<file path="config.mk">
export PLATFORM = sky130hd
export DESIGN_NAME = decode_stage_p
export DESIGN_NICKNAME = d
export VERILOG_FILES = /design/src/rtl/rv_pkg.sv /design/src/rtl/regfile_bypass_p.sv /design/src/rtl/decode_stage_p.sv
export SDC_FILE = /design/constraint.sdc
export NUM_CORES = 2
export LEC_CHECK = 0
export BUFFER_PORTS_ARGS = -buffer_cell sky130_fd_sc_hd__buf_2
export CORE_UTILIZATION = 33
export DETAILED_ROUTE_END_ITERATION = 7
export MAX_ROUTING_LAYER = met4
export PLACE_DENSITY = 0.55
export RECOVER_POWER = 100
export SETUP_SLACK_MARGIN = 0.05
export SLEW_MARGIN = 40
export SYNTH_ARGS = -nofsm -noshare
export SYNTH_HDL_FRONTEND = slang
export SYNTH_SLANG_ARGS = --single-unit
</file>
<file path="constraint.sdc">
create_clock -name clk -period 3.2 [get_ports clk]
set_input_delay 0.64 -clock clk [delete_from_list [all_inputs] [get_ports clk]]
set_output_delay 0.64 -clock clk [all_outputs]
set_load 0.1 [all_outputs]
</file>
<file path="src/rtl/rv_pkg.sv">
`default_nettype none
// ============================================================================
// Module   : rv_pkg
// Brief    : Shared RV32 decode encodings for the decode stage.
// Revision : 1.0
// ============================================================================
package rv_pkg;

  localparam logic [6:0] OP_LOAD   = 7'b0000011;
  localparam logic [6:0] OP_STORE  = 7'b0100011;
  localparam logic [6:0] OP_R      = 7'b0110011;
  localparam logic [6:0] OP_I      = 7'b0010011;
  localparam logic [6:0] OP_BRANCH = 7'b1100011;
  localparam logic [6:0] OP_JAL    = 7'b1101111;
  localparam logic [6:0] OP_JALR   = 7'b1100111;
  localparam logic [6:0] OP_LUI    = 7'b0110111;
  localparam logic [6:0] OP_AUIPC  = 7'b0010111;

  localparam logic [2:0] ALU_ADD = 3'b000;
  localparam logic [2:0] ALU_SUB = 3'b001;
  localparam logic [2:0] ALU_AND = 3'b010;
  localparam logic [2:0] ALU_OR  = 3'b011;
  localparam logic [2:0] ALU_SLT = 3'b101;

  localparam logic [1:0] RS_ALU = 2'b00;
  localparam logic [1:0] RS_MEM = 2'b01;
  localparam logic [1:0] RS_PC4 = 2'b10;
  localparam logic [1:0] RS_IMM = 2'b11;

  typedef enum logic [2:0] {
    IMM_I = 3'd0,
    IMM_S = 3'd1,
    IMM_B = 3'd2,
    IMM_J = 3'd3,
    IMM_U = 3'd4
  } imm_src_e;

  typedef struct packed {
    logic       reg_write;
    logic       mem_write;
    logic       branch;
    logic       jump;
    logic       alu_src;
    logic [1:0] result_src;
    logic [2:0] alu_control;
  } ctrl_t;

endpackage
`default_nettype wire

</file>
<file path="src/rtl/regfile_bypass_p.sv">
`default_nettype none
// ============================================================================
// Module   : regfile_bypass_p
// Brief    : 2R/1W register file, x0 and out-of-range indices read 0,
//            write-first bypass from the writeback port.
// Revision : 1.0
// ============================================================================
module regfile_bypass_p
  import rv_pkg::*;
#(
  parameter int XLEN  = 32,
  parameter int NREGS = 32
) (
  input  logic            clk,
  input  logic [4:0]      rs1,
  input  logic [4:0]      rs2,
  input  logic            we,
  input  logic [4:0]      rd_w,
  input  logic [XLEN-1:0] result_w,
  output logic [XLEN-1:0] rd1,
  output logic [XLEN-1:0] rd2
);

  localparam int         c_aw    = (NREGS > 1) ? $clog2(NREGS) : 1;
  localparam logic [5:0] c_nregs = 6'(NREGS);

  logic [XLEN-1:0] r_regs [NREGS];
  logic            w_wr_ok;
  logic            w_rs1_ok;
  logic            w_rs2_ok;

  // x0 is never stored; indices beyond NREGS neither write nor alias
  assign w_wr_ok  = ({1'b0, rd_w} < c_nregs) && (rd_w != 5'd0);
  assign w_rs1_ok = ({1'b0, rs1}  < c_nregs) && (rs1  != 5'd0);
  assign w_rs2_ok = ({1'b0, rs2}  < c_nregs) && (rs2  != 5'd0);

  always_ff @(posedge clk) begin
    if (we && w_wr_ok) begin
      r_regs[rd_w[c_aw-1:0]] <= result_w;
    end
  end

  always_comb begin
    rd1 = '0;
    if (w_rs1_ok) begin
      rd1 = (we && rd_w == rs1) ? result_w : r_regs[rs1[c_aw-1:0]];
    end
  end

  always_comb begin
    rd2 = '0;
    if (w_rs2_ok) begin
      rd2 = (we && rd_w == rs2) ? result_w : r_regs[rs2[c_aw-1:0]];
    end
  end

endmodule
`default_nettype wire

</file>
<file path="src/rtl/decode_stage_p.sv">
`default_nettype none
// ============================================================================
// Module   : decode_stage_p
// Brief    : RV32 decode stage with register file, immediate extension,
//            load-use detection and ID/EX register. Optional macro
//            DECODE_ILLEGAL_EN adds the registered illegal_e flag.
// Revision : 1.0
// ============================================================================
module decode_stage_p
  import rv_pkg::*;
#(
  parameter int XLEN  = 32,
  parameter int NREGS = 32
) (
  input  logic            clk,
  input  logic            rst,
  input  logic [31:0]     instr_d,
  input  logic [XLEN-1:0] pc_d,
  input  logic [XLEN-1:0] pcplus4_d,
  input  logic            valid_d,
  input  logic            flush_e,
  input  logic            reg_write_w,
  input  logic [4:0]      rd_w,
  input  logic [XLEN-1:0] result_w,
  output logic            stall_d,
  output logic            valid_e,
  output logic            reg_write_e,
  output logic            mem_write_e,
  output logic            branch_e,
  output logic            jump_e,
  output logic            alu_src_e,
  output logic [1:0]      result_src_e,
  output logic [2:0]      alu_control_e,
  output logic [XLEN-1:0] rd1_e,
  output logic [XLEN-1:0] rd2_e,
  output logic [XLEN-1:0] imm_ext_e,
  output logic [XLEN-1:0] pc_e,
  output logic [XLEN-1:0] pcplus4_e,
  output logic [4:0]      rs1_e,
  output logic [4:0]      rs2_e,
  output logic [4:0]      rd_e
`ifdef DECODE_ILLEGAL_EN
  ,
  output logic            illegal_e
`endif
);

  logic [6:0]      w_opcode;
  logic [4:0]      w_rs1;
  logic [4:0]      w_rs2;
  logic [4:0]      w_rd;
  logic [2:0]      w_funct3;
  ctrl_t           w_ctrl;
  imm_src_e        w_imm_src;
  logic            w_known;
  logic            w_use_f3;
  logic [31:0]     w_imm32;
  logic [XLEN-1:0] w_imm_ext;
  logic [XLEN-1:0] w_rd1;
  logic [XLEN-1:0] w_rd2;
  logic            w_bubble;

  ctrl_t           r_ctrl_e;
  logic            r_valid_e;
  logic [XLEN-1:0] r_rd1_e;
  logic [XLEN-1:0] r_rd2_e;
  logic [XLEN-1:0] r_imm_e;
  logic [XLEN-1:0] r_pc_e;
  logic [XLEN-1:0] r_pcplus4_e;
  logic [4:0]      r_rs1_e;
  logic [4:0]      r_rs2_e;
  logic [4:0]      r_rd_e;

  assign w_opcode = instr_d[6:0];
  assign w_rd     = instr_d[11:7];
  assign w_funct3 = instr_d[14:12];
  assign w_rs1    = instr_d[19:15];
  assign w_rs2    = instr_d[24:20];

  always_comb begin
    w_ctrl    = '0;
    w_imm_src = IMM_I;
    w_known   = 1'b1;
    w_use_f3  = 1'b0;
    case (w_opcode)
      OP_LOAD:   begin w_ctrl.reg_write = 1'b1; w_ctrl.result_src = RS_MEM; w_ctrl.alu_src = 1'b1; end
      OP_STORE:  begin w_ctrl.mem_write = 1'b1; w_ctrl.alu_src = 1'b1; w_imm_src = IMM_S; end
      OP_R:      begin w_ctrl.reg_write = 1'b1; w_use_f3 = 1'b1; end
      OP_I:      begin w_ctrl.reg_write = 1'b1; w_ctrl.alu_src = 1'b1; w_use_f3 = 1'b1; end
      OP_BRANCH: begin w_ctrl.branch = 1'b1; w_ctrl.alu_control = ALU_SUB; w_imm_src = IMM_B; end
      OP_JAL:    begin w_ctrl.jump = 1'b1; w_ctrl.reg_write = 1'b1; w_ctrl.result_src = RS_PC4; w_imm_src = IMM_J; end
      OP_JALR:   begin w_ctrl.jump = 1'b1; w_ctrl.reg_write = 1'b1; w_ctrl.result_src = RS_PC4; w_ctrl.alu_src = 1'b1; end
      OP_LUI:    begin w_ctrl.reg_write = 1'b1; w_ctrl.result_src = RS_IMM; w_imm_src = IMM_U; end
      OP_AUIPC:  begin w_ctrl.reg_write = 1'b1; w_imm_src = IMM_U; end
      default:   w_known = 1'b0;
    endcase
    // only ALU-class ops take their operation from funct3; addressing ops always add
    if (w_use_f3) begin
      case (w_funct3)
        3'b000:  w_ctrl.alu_control = (w_opcode == OP_R && instr_d[30]) ? ALU_SUB : ALU_ADD;
        3'b010:  w_ctrl.alu_control = ALU_SLT;
        3'b110:  w_ctrl.alu_control = ALU_OR;
        3'b111:  w_ctrl.alu_control = ALU_AND;
        default: w_ctrl.alu_control = ALU_ADD;
      endcase
    end
  end

  always_comb begin
    case (w_imm_src)
      IMM_S:   w_imm32 = {{20{instr_d[31]}}, instr_d[31:25], instr_d[11:7]};
      IMM_B:   w_imm32 = {{20{instr_d[31]}}, instr_d[7], instr_d[30:25], instr_d[11:8], 1'b0};
      IMM_J:   w_imm32 = {{12{instr_d[31]}}, instr_d[19:12], instr_d[20], instr_d[30:21], 1'b0};
      IMM_U:   w_imm32 = {instr_d[31:12], 12'b0};
      default: w_imm32 = {{20{instr_d[31]}}, instr_d[31:20]};
    endcase
  end

  assign w_imm_ext = XLEN'($signed(w_imm32));

  regfile_bypass_p #(
    .XLEN  (XLEN),
    .NREGS (NREGS)
  ) u_regfile (
    .clk      (clk),
    .rs1      (w_rs1),
    .rs2      (w_rs2),
    .we       (reg_write_w),
    .rd_w     (rd_w),
    .result_w (result_w),
    .rd1      (w_rd1),
    .rd2      (w_rd2)
  );

  // rs2 is compared even for formats without one: conservative on purpose
  assign stall_d = r_valid_e & (r_ctrl_e.result_src == RS_MEM) & (r_rd_e != 5'd0)
                 & ((r_rd_e == w_rs1) | (r_rd_e == w_rs2)) & valid_d;

  assign w_bubble = flush_e | stall_d | ~valid_d | ~w_known;

  always_ff @(posedge clk) begin
    if (rst || w_bubble) begin
      r_valid_e   <= 1'b0;
      r_ctrl_e    <= '0;
      r_rd1_e     <= '0;
      r_rd2_e     <= '0;
      r_imm_e     <= '0;
      r_pc_e      <= '0;
      r_pcplus4_e <= '0;
      r_rs1_e     <= '0;
      r_rs2_e     <= '0;
      r_rd_e      <= '0;
    end else begin
      r_valid_e   <= 1'b1;
      r_ctrl_e    <= w_ctrl;
      r_rd1_e     <= w_rd1;
      r_rd2_e     <= w_rd2;
      r_imm_e     <= w_imm_ext;
      r_pc_e      <= pc_d;
      r_pcplus4_e <= pcplus4_d;
      r_rs1_e     <= w_rs1;
      r_rs2_e     <= w_rs2;
      r_rd_e      <= w_rd;
    end
  end

`ifdef DECODE_ILLEGAL_EN
  logic r_illegal_e;

  always_ff @(posedge clk) begin
    if (rst) begin
      r_illegal_e <= 1'b0;
    end else begin
      r_illegal_e <= valid_d & ~stall_d & ~flush_e & ~w_known;
    end
  end

  assign illegal_e = r_illegal_e;
`else
  // undecoded opcodes fall into the bubble path with no side flag
`endif

  assign valid_e       = r_valid_e;
  assign reg_write_e   = r_ctrl_e.reg_write;
  assign mem_write_e   = r_ctrl_e.mem_write;
  assign branch_e      = r_ctrl_e.branch;
  assign jump_e        = r_ctrl_e.jump;
  assign alu_src_e     = r_ctrl_e.alu_src;
  assign result_src_e  = r_ctrl_e.result_src;
  assign alu_control_e = r_ctrl_e.alu_control;
  assign rd1_e         = r_rd1_e;
  assign rd2_e         = r_rd2_e;
  assign imm_ext_e     = r_imm_e;
  assign pc_e          = r_pc_e;
  assign pcplus4_e     = r_pcplus4_e;
  assign rs1_e         = r_rs1_e;
  assign rs2_e         = r_rs2_e;
  assign rd_e          = r_rd_e;

endmodule
`default_nettype wire
</file>
==> summary.txt <==
Initial Utilization -> 0.334
CTS buffer count -> 135
Die W -> 406 um
Largest net degree at the start of global routing -> 79
Period Utilization, post-route -> 0.985
GRT Total Usage -> 0.231
# resized after CTS -> 0
Post-CTS Setup Repair Bufs -> 0
VDD IR-drop max -> 0.560 mV
Post-route setup slack -> 0.0482 ns
Internal -> 27.8 mW
Site row count -> 147
H-tree levels -> 4
Normalized max-slew margin -> -0.423
Synth Cell Area -> 53800 um^2
Crit path DAT -> 3.54 ns
Multi-input gate area -> 18100 um^2
Least-Margin Pin Slew -> 2.14 ns
Crit-path cells -> clkbuf_1, or3_1, o31a_1, nand2_1, clkbuf_1, nor2_2, clkbuf_4
CP required -> 3.59 ns
Total core area -> 161000 um^2
Sw Pwr -> 8.21 mW
Slowest-stage cell, CP -> nor2_2
Vias in the first global route -> 33200
Dominant cell type by count on the critical path -> clkbuf_1
Part of the power in registers -> 0.483
IO Pins -> 325
Ys async rst share -> 0
DRT Pass-1 Iters -> 6
CTS tree -> built
RSZ-0062 raised after global routing -> no
Final wirelength -> 186000 um
Clock power frac -> 0.435
Tmin final -> 3.15 ns
CP peak stage delay -> 1.04 ns
DRT iter0 DRCs -> 3853
Layout net count -> 3633
Via count -> 33400
Number of port buffers -> 324
Overall power -> 36.0 mW
First-pass GRT wire length -> 258000 um
Fillers -> 14800
Maximum clock rate -> 317 MHz
Fin. Hold Viols -> 0
Setup TNS -> 0 ns
Post-place setup slack -> 0.245 ns
Synth unique cells -> 66
Initial antenna violation count -> 9
Comb power frac -> 0.082
Avg WL per Cell -> 32.2 um
Root Buffer -> clkbuf_16
Status -> complete, but fails checks
Share of cells above drive strength 1 -> 0.284
Hold_buf cts -> 0
Clk sinks -> 1210
Top_reg_cell synth -> edfxtp_1
Worst setup SP type -> input pin
Crit. End Element -> flop
Sequential Area -> 34500 um^2
Gp weighted congestion -> 0.835
Die area -> 165000 um^2
Avg Synthesized Cell Area -> 18.0 um^2
Violated checks -> capacitance limit, slew limit
Max Slew Vio Count -> 454
Hold crit path type -> input pin to flop
Crit path kind -> input pin to flop
#FFs+latches synth -> 1210
P&R area growth vs syn -> 18.5%
Setup Skew -> 0.0351 ns
Cells after Synth -> 2989
Final ANT Viol Nets -> 0
Clock transition at path regs -> 0.06 ns
CP bufs+invs -> 3
Power per cell area -> 565 nW/um^2
MaxCap Viol Count -> 23
Die Y -> 406 um
CP top delay family -> buffers and inverters
Synth warnings -> 0
Overflow left after global routing -> 0
Drt via density -> 5.79
Seq/Total Area, Yosys -> 0.641
Final setup vio count -> 0
DP Wirelength -> 113000 um
Clk buf depth -> 3
Worst-Skew Late Latency -> 0.79 ns
Crit path max fanout -> 22
Residual DRC -> 0
Pleak -> 21.3 nW
Net Sw Frac -> 0.228
EDFF count, synth -> 1024
## path summary, 6_finish.rpt
path         slack, ns  depth (start not counted)                  endpoint                      from
min reg2reg       0.84                          3                 rd1_e[15]  u_regfile.r_regs[18][15]
max reg2reg       0.29                          7                 rd1_e[27]           result_src_e[1]
min               0.09                          2          alu_control_e[2]               instr_d[14]
max               0.05                          7  u_regfile.r_regs[28][14]                   rd_w[2]
## through the flow
| stage | util | hold WS, ns | instance area (um^2) | cells |
|---|---|---|---|---|
| 6_report | 0.395 | 0.0893 | 63700 | 5769 |
| 5_1_grt | 0.395 | 0.0645 | 63700 | 5768 |
| 4_1_cts | 0.402 | 0.0313 | 64700 | 5763 |
| 3_5_place_dp | 0.374 | 0.826 | 60300 | 5518 |
| 3_3_place_gp | 0.373 | 0.823 | 60100 | 5513 |
| 2_1_floorplan | - | 0.717 | 53900 | 3020 |
## routing by layer
layer	track usage	wire length, um
met5	-	0
met4	0.0682	5290
met3	0.0395	14300
met2	0.368	90400
met1	0.303	75900
## kinds of logic (layout without fill, tap and decap cells)
family | Yosys count | after routing | share of synthesized area
xor+xnor | 20 | 20 | 0.00326
mux | 718 | 718 | 0.241
compound gates | 372 | 372 | 0.0493
simple gates | 412 | 412 | 0.0390
other cells | 1 | 38 | 0.0000698
buf+inv | 256 | 839 | 0.0265
flops | 1210 | 1210 | 0.641
## power groups by stage
| stage | registers (mW) | clock network (mW) | logic, mW |
|---|---|---|---|
| after global routing | 17.4 | 16.5 | 3.11 |
| after floorplan | 17.7 | 0 | 1.71 |
| after global placement | 17.7 | 0 | 2.97 |
| after CTS | 17.4 | 15.9 | 2.99 |
| after detailed placement | 17.7 | 0 | 2.98 |
| final | 17.4 | 15.7 | 2.95 |
## state kept, by name, summed over array words and instances (netlist names), 3 cells and up
name	flops
pcplus4_e	32
rd_e	5
rd1_e	32
rs1_e	5
rd2_e	32
rs2_e	5
imm_ext_e	32
u_regfile.r_regs	1024
alu_control_e	3
pc_e	32
## synthesized netlist by cell type, types with 4 or more instances
cell / instances / area [um^2]
o21ai_0: 38 / 190
a211o_1: 4 / 35.0
nand3b_1: 5 / 37.5
mux4_2: 458 / 10300
a211oi_1: 19 / 143
a22oi_1: 17 / 128
and3_1: 87 / 544
a32o_1: 13 / 130
and4_1: 5 / 43.8
xor2_1: 6 / 52.6
nor2b_1: 7 / 43.8
nand2_1: 56 / 210
a31oi_1: 10 / 62.6
mux2_2: 10 / 113
nor3_1: 60 / 300
or2_2: 6 / 37.5
a21oi_1: 76 / 380
nor3b_1: 4 / 30.0
buf_1: 16 / 60.1
buf_4: 39 / 293
inv_1: 6 / 22.5
a22o_1: 21 / 184
o22ai_1: 34 / 213
nand3_1: 34 / 170
buf_2: 56 / 280
nand4_1: 4 / 25.0
buf_6: 27 / 304
a21o_1: 9 / 67.6
xnor2_1: 14 / 123
o21ai_1: 5 / 25.0
a221oi_1: 81 / 709
clkbuf_1: 106 / 398
mux2i_1: 250 / 2500
nand2b_1: 24 / 150
dfxtp_1: 186 / 3720
o31ai_1: 8 / 60.1
nor2_1: 105 / 394
o2111ai_1: 7 / 61.3
o311ai_1: 6 / 52.6
edfxtp_1: 1024 / 30700
## placed cells by master (no fill, tap or decap), drive strengths merged, types with 16 or more instances in the layout
cell type	count
a221oi	81
a22o	21
a22oi	17
a21oi	76
conb	32
nand3	34
and3	87
o22ai	34
dfxtp	186
nor3	60
nand2	56
mux4	458
a211oi	19
o21ai	43
clkbuf	483
inv	16
nand2b	24
buf	290
mux2i	250
clkinv	38
nor2	105
edfxtp	1024
## cell type report
class,count,area share
clock buffer,187,0.0600
inverter,8,0.000491
tap,2160,0.0424
multi-input combinational,1554,0.285
timing repair buffer,586,0.0613
antenna,6,0.000236
clock inverter,58,0.00959
sequential,1210,0.541
(Power assumes the default switching activity.)
